### src/rtl/nanosoc_ahb_pkg.sv
// Shared AHB-Lite encodings for nanosoc bus masters and slaves.
// Transfer types, responses, sizes and the fixed burst/protection attributes.
package nanosoc_ahb_pkg;

   typedef enum logic [1:0] {
      HTRANS_IDLE   = 2'b00,
      HTRANS_BUSY   = 2'b01,
      HTRANS_NONSEQ = 2'b10,
      HTRANS_SEQ    = 2'b11
   } htrans_t;

   typedef enum logic [1:0] {
      HRESP_OKAY  = 2'b00,
      HRESP_ERROR = 2'b01,
      HRESP_RETRY = 2'b10,
      HRESP_SPLIT = 2'b11
   } hresp_t;

   typedef enum logic [2:0] {
      HSIZE_BYTE = 3'b000,
      HSIZE_HALF = 3'b001,
      HSIZE_WORD = 3'b010
   } hsize_t;

   localparam logic [2:0] HBURST_SINGLE = 3'b000;
   localparam logic [3:0] HPROT_DEFAULT = 4'b0011;

   // Any response other than OKAY is treated as an error by initiators.
   function automatic logic resp_is_okay(input logic [1:0] resp);
      return resp == HRESP_OKAY;
   endfunction

endpackage

### src/rtl/nanosoc_ahb_cmd_master.sv
// Single-transfer AHB-Lite initiator: valid/ready commands become NONSEQ SINGLE
// transfers with overlapped address/data phases; one response per command.
module nanosoc_ahb_cmd_master
   import nanosoc_ahb_pkg::*;
#(
   parameter int ADDR_W = 32
) (
   input  logic              HCLK,
   input  logic              HRESET,
   input  logic              cmd_valid,
   output logic              cmd_ready,
   input  logic [ADDR_W-1:0] cmd_addr,
   input  logic              cmd_write,
   input  logic [2:0]        cmd_size,
   input  logic [31:0]       cmd_wdata,
   output logic              rsp_valid,
   output logic [31:0]       rsp_rdata,
   output logic              rsp_error,
   output logic [ADDR_W-1:0] HADDR,
   output logic [1:0]        HTRANS,
   output logic              HWRITE,
   output logic [2:0]        HSIZE,
   output logic [2:0]        HBURST,
   output logic [3:0]        HPROT,
   output logic              HMASTLOCK,
   output logic [31:0]       HWDATA,
   input  logic [31:0]       HRDATA,
   input  logic              HREADY,
   input  logic [1:0]        HRESP
);

   logic              vld_p0;
   logic [ADDR_W-1:0] addr_p0;
   logic              write_p0;
   logic [2:0]        size_p0;
   logic [31:0]       wdata_p0;
   logic              vld_p1;
   logic              write_p1;
   logic              err_hold;
   logic              err_first;
   logic              accept;
   logic              resp_okay;
   logic [31:0]       hwdata_p1;

   assign resp_okay = resp_is_okay(HRESP);
   assign err_first = vld_p1 & ~HREADY & ~resp_okay;
   assign cmd_ready = ~err_hold & ~err_first & (~vld_p0 | HREADY);
   assign accept    = cmd_valid & cmd_ready;

   assign HADDR     = addr_p0;
   assign HWRITE    = write_p0;
   assign HSIZE     = size_p0;
   assign HTRANS    = (vld_p0 && !err_hold) ? HTRANS_NONSEQ : HTRANS_IDLE;
   assign HWDATA    = hwdata_p1;
   assign HBURST    = HBURST_SINGLE;
   assign HPROT     = HPROT_DEFAULT;
   assign HMASTLOCK = 1'b0;

   // Address phase (p0). Write data carries no reset; it only matters once
   // the transfer has advanced into the data phase.
   always_ff @(posedge HCLK) begin
      if (accept) begin
         wdata_p0 <= cmd_wdata;
      end
   end

   always_ff @(posedge HCLK or posedge HRESET) begin
      if (HRESET) begin
         vld_p0    <= 1'b0;
         addr_p0   <= '0;
         write_p0  <= 1'b0;
         size_p0   <= '0;
         vld_p1    <= 1'b0;
         write_p1  <= 1'b0;
         hwdata_p1 <= '0;
         err_hold  <= 1'b0;
         rsp_valid <= 1'b0;
         rsp_rdata <= '0;
         rsp_error <= 1'b0;
      end else begin
         rsp_valid <= 1'b0;
         // An empty AP may be filled during a wait state: HTRANS was IDLE,
         // so presenting a new address then is legal and no command is lost.
         if (accept) begin
            vld_p0   <= 1'b1;
            addr_p0  <= cmd_addr;
            write_p0 <= cmd_write;
            size_p0  <= cmd_size;
         end else if (HREADY && !err_hold) begin
            vld_p0 <= 1'b0;
         end
         // Data phase (p1) and response stage.
         if (HREADY) begin
            vld_p1   <= vld_p0 & ~err_hold;
            write_p1 <= write_p0;
            err_hold <= 1'b0;
            if (vld_p0 && !err_hold) begin
               hwdata_p1 <= wdata_p0;
            end
            if (vld_p1) begin
               rsp_valid <= 1'b1;
               rsp_error <= ~resp_okay;
               rsp_rdata <= (!write_p1 && resp_okay) ? HRDATA : 32'd0;
            end
         end else if (err_first) begin
            err_hold <= 1'b1;
         end
      end
   end

endmodule
### config.mk
export PLATFORM = sky130hd
export DESIGN_NAME = nanosoc_ahb_cmd_master
export DESIGN_NICKNAME = d
export VERILOG_FILES = /design/src/rtl/nanosoc_ahb_pkg.sv /design/src/rtl/nanosoc_ahb_cmd_master.sv
export SDC_FILE = /design/constraint.sdc
export NUM_CORES = 1
export LEC_CHECK = 0
export ABC_AREA = 1
export CAP_MARGIN = 10
export CORE_UTILIZATION = 43
export CTS_CLUSTER_DIAMETER = 40
export DETAILED_ROUTE_END_ITERATION = 16
export GPL_TIMING_DRIVEN = 0
export MAX_ROUTING_LAYER = met4
export PLACE_DENSITY = 0.79
export SLEW_MARGIN = 10
export SYNTH_ARGS = -nofsm -noshare
export SYNTH_HDL_FRONTEND = slang
export SYNTH_SLANG_ARGS = --single-unit
### constraint.sdc
create_clock -name HCLK -period 3.9 [get_ports HCLK]
set_clock_uncertainty 0.1 [all_clocks]
set_input_delay 0.585 -clock HCLK [delete_from_list [all_inputs] [get_ports HCLK]]
set_output_delay 0.585 -clock HCLK [all_outputs]
set_load 0.02 [all_outputs]
Yosys cells after proc, flatten, opt, wreduce, memory -nomap -nowiden
Cells that the tools add are included.
Storage, ports and cells
  register bits: 138
  input port bits: 106
  output and inout port bits: 113
  logic and storage cells: 42
Cells by class
  muxes and demuxes: 8
  bitwise logic cells: 12
  reduce and logical (&&, ||, !) cells: 10
Operators with widths (number)
  $mux W32: 1
  $and A1 B1 Y1: 6
  $mux W1: 6
  $not A1 Y1: 5
  $reduce_and A2 Y1: 2
  $reduce_bool A2 Y1: 2
  $logic_and A1 B1 Y1: 3
  $logic_not A1 Y1: 2
  $logic_not A2 Y1: 1
  $mux W2: 1
  $or A1 B1 Y1: 1

Logic depth before layout (Yosys ltp)
  depth in word-level cells: 8
  depth in mapped cells: 8
  mapped depth without buffers: 6

Least setup slack after synthesis
Ideal clock, no wire load.
  path type: in2reg
  start point: input port HREADY
  end point: register wdata_p0[0] (enable)
  arrival: 1945 ps
  required time: 3413 ps
  slack: 1468 ps
  stages on the path: 7
  cell sequence: buf_4 > inv_2 > a21oi_2 > nand3_1 > buf_4 > buf_4 > inv_1
On the way
  cells in the longest elaborated chain, start to end: 7
  elaborated cells between the ends (all ways): 8
Ends and longest elaborated chain
  start, declared: RTL line nanosoc_ahb_cmd_master.sv:28  | input logic HREADY,
  $not A1 Y1: RTL line nanosoc_ahb_cmd_master.sv:46  | assign err_first = vld_p1 & ~HREADY & ~resp_okay;
  $and A1 B1 Y1 (2 in series): RTL line nanosoc_ahb_cmd_master.sv:46
  $not A1 Y1: RTL line nanosoc_ahb_cmd_master.sv:47  | assign cmd_ready = ~err_hold & ~err_first & (~vld_p0 | HREADY);
  $and A1 B1 Y1: RTL line nanosoc_ahb_cmd_master.sv:47
  $and A1 B1 Y1 (*): RTL line nanosoc_ahb_cmd_master.sv:47
  $and A1 B1 Y1 (*): RTL line nanosoc_ahb_cmd_master.sv:48  | assign accept = cmd_valid & cmd_ready;
  via accept: RTL line nanosoc_ahb_cmd_master.sv:41  | logic accept;
  end signal, assigned: RTL line nanosoc_ahb_cmd_master.sv:63  | wdata_p0 <= cmd_wdata;
  end, declared: RTL line nanosoc_ahb_cmd_master.sv:36  | logic [31:0] wdata_p0;
The timed path passes the listed nets; every way through them passes the cells marked *.
A chain may end at the register's enable or synchronous reset.

Worst setup path in the final report
  start point: input port HRESP[1]
  end point: output port cmd_ready
On the way
  cells in the longest elaborated chain, start to end: 6
Ends and longest elaborated chain
  start, declared: RTL line nanosoc_ahb_cmd_master.sv:29  | input logic [1:0] HRESP
  $logic_not A2 Y1: RTL line nanosoc_ahb_pkg.sv:30  | return resp == HRESP_OKAY;
  $not A1 Y1: RTL line nanosoc_ahb_cmd_master.sv:46
  $and A1 B1 Y1: RTL line nanosoc_ahb_cmd_master.sv:46
  $not A1 Y1: RTL line nanosoc_ahb_cmd_master.sv:47
  $and A1 B1 Y1 (2 in series): RTL line nanosoc_ahb_cmd_master.sv:47
  end, declared: RTL line nanosoc_ahb_cmd_master.sv:11  | output logic cmd_ready,
No other way between the ends.

==> flow_summary.json <==
{
  "fin_crit_sh_pct": 78.62,
  "p_leak_nw": 3.858,
  "port_buffers": 207,
  "period_needed_ps": 3066,
  "hold_end": "HADDR[25]",
  "cts_sinks": 138,
  "ff_latch_area_um2": 3613,
  "cts.htree.levels": 4,
  "worstSkewPairLatency_ps": 410,
  "ys_types": 19,
  "regToRegSetupSlack_ps": 1280,
  "final_cell_mix": "nand2_1, clkdlybuf4s50_1, dfrtp_1, nand3_1, nand4_1",
  "cts_tree": "yes",
  "vias": 4478,
  "cts_hold_buf": 0,
  "clock.fmax_ghz": 0.3262,
  "die_w_um": 113.0,
  "first_pass_iters": 4,
  "post-cts-setup-buffers": 0,
  "groute.layer.met2.usage_pct": 37.82,
  "finalHoldViolations": 0,
  "area_growth_pct": 55.28,
  "synth_cells": 513,
  "ir_worst_vdd_uv": 433.7,
  "numCtsBuffers": 17,
  "place_area_um2": 7609,
  "cts_resized": 0,
  "wl_per_cell_um": 15.11,
  "crit_path_start": "HRESP[1]",
  "drtIter0Drc": 134,
  "nFillCells": 888,
  "final_common_cell": "nand2_1",
  "final_util_pct": 68.47,
  "stdcell_area_um2": 8224,
  "crit_path_max_fanout": 10,
  "p_int_w": 0.004063,
  "core_um2": 12010,
  "stdcell_count": 907,
  "antenna_found_initial": 0,
  "worstPathRequired_ps": 3210,
  "top_usage_layer": "met2",
  "grt_pass1_wl_um": 22180,
  "synth_area_per_cell_um2": 10.32,
  "multi_input_area_um2": 1419,
  "seqPwrFrac_pct": 36.1,
  "start_kind": "input pin",
  "worst_path_max_delay_cell": "clkdlybuf4s50_1",
  "hold_path_class": "register to register",
  "fin_nets": 853,
  "clk_pin_slew_ps": 50,
  "setup_viol": 0,
  "min_from": "HADDR[25]",
  "synth_area_um2": 5296,
  "dp_cells": 875,
  "clk_path_buf_depth": 2,
  "die_area_um2": 12760,
  "slew_headroom_pct": 27.78,
  "synth_seq_area_share_pct": 68.23,
  "ys_seq_elements": 138,
  "rr_startpoint": "vld_p1",
  "dieHeight_um": 113.0,
  "start_util_pct": 44.09,
  "end_kind": "output port",
  "rsz0062_at_grt": "false",
  "crit_path_max_incr_delay_ps": 590,
  "yosysWarnings": 0,
  "wl_um": 13700,
  "finalWeightedCongestion": 0.8091,
  "gr-usage-met1_pct": 27.45,
  "critPathKind": "input pin to output port",
  "vias_per_cell": 4.937,
  "drtAntennaViolNets": 0,
  "io_pins": 219,
  "min_path_cells": 2,
  "outcome": "completed",
  "crit_path_frequent_cell": "nand2_1",
  "r2r-end": "wdata_p0[7]",
  "cts-root-buf": "clkbuf_16",
  "grt_max_degree": 57,
  "layout-drive-gt1-share_pct": 9.211,
  "power.density_nw_per_um2": 758.6,
  "drc": 0,
  "p_sw_share_pct": 34.87,
  "pwr-share-comb_pct": 37.6,
  "reg2reg_depth": 7,
  "power.switching_w": 0.002176,
  "diodes": 0,
  "slew_violations": 0,
  "tightest_slew_ps": 1077,
  "crit_chain": "clkdlybuf4s50_1, inv_1, nand2_1, nand2_1, buf_4, buf_2, nand2_1, inv_1, clkdlybuf4s50_1",
  "track_usage_pct": 23.40,
  "drv_cap": 0,
  "use_met3_pct": 7.552,
  "grt_pass1_vias": 4563,
  "rows": 40,
  "total_power_w": 0.006239,
  "critical_path_arrival_ps": 2380,
  "clkPwrFrac_pct": 26.3,
  "dp_hpwl_um": 9951,
  "gr-total-overflow": 0
}
## cells by family (layout without fill, tap and decap cells)
| group | count (synthesis) | in the layout | share of synthesized area, % |
|---|---|---|---|
| AO/OA/AOI/OAI | 4 | 4 | 0.4726 |
| other | 2 | 9 | 0.1418 |
| buffers and inverters | 53 | 293 | 5.481 |
| AND/OR/NAND/NOR | 316 | 316 | 25.68 |
| flip-flops | 138 | 138 | 68.23 |
## worst max path at each step
stage | to | slack (ps) | cells past startpoint
2_1_floorplan | HADDR[0] | 430 | 1
6_report | cmd_ready | 830 | 9
5_1_grt | cmd_ready | 720 | 9
3_5_place_dp | wdata_p0[23] | 770 | 8
3_3_place_gp | HADDR[22] | -980 | 2
4_1_cts | cmd_ready | 830 | 9
## layout make-up
class	instances	area share (%)
clock inverter	11	1.613
multi-input combinational	329	17.25
clock buffer	21	5.873
sequential	138	43.94
timing repair buffer	208	25.53
buffer	44	3.119
inverter	9	0.4412
tap	147	2.236
## worst max-delay path: cells and delay by family
family	cells	cell delay (ps)
buffers and inverters	6	1540
AND/OR/NAND/NOR	3	250
## sequential cells by signal, summed over array words and instances, names as in the netlist, 3 cells and up
| name | flops |
|---|---|
| HADDR | 32 |
| HSIZE | 3 |
| wdata_p0 | 32 |
| HWDATA | 32 |
| rsp_rdata | 32 |
## synth_stat cells
cell type  instances  area [um2]
a21oi_2            1       8.760
a31oi_1            1       6.260
buf_1              2       7.510
buf_2             16       80.08
buf_4             17       127.6
buf_6              1       11.26
clkbuf_1           8       30.03
clkinv_1           1       3.750
conb_1             2       7.510
dfrtp_1          106        2653
edfxtp_1          32       960.9
inv_1              6       22.52
inv_2              2       7.510
nand2_1          209       784.5
nand2_2            1       6.260
nand3_1           65       325.3
nand4_1           36       225.2
nor2_1             5       18.77
o21ai_0            2       10.01
## per-stage QoR
stage / setup TNS [ps] / hold slack (ps) / worst slack [ps]
2_1_floorplan: 0 / 342.6 / 426.1
3_3_place_gp: -103180 / 355.0 / -980.3
3_5_place_dp: 0 / 357.8 / 773.8
4_1_cts: 0 / 356.4 / 826.0
5_1_grt: 0 / 383.2 / 720.1
6_report: 0 / 368.7 / 834.0
## metal layers
metal,vias to the layer above,part of all wire (%)
li1,2149,-
met4,0,2.5
met1,2132,42
met3,30,6.9
met2,167,49
met5,-,0
## power groups by stage
stage	registers (W)	logic, W	clock network [W]
floorplan	0.00274	0.000652	0
global placement	0.00225	0.00230	0
detailed placement	0.00226	0.00236	0
CTS	0.00225	0.00237	0.00168
global route	0.00230	0.00253	0.00175
finish	0.00225	0.00234	0.00164
Note: power is estimated with default switching activity, not from simulation.
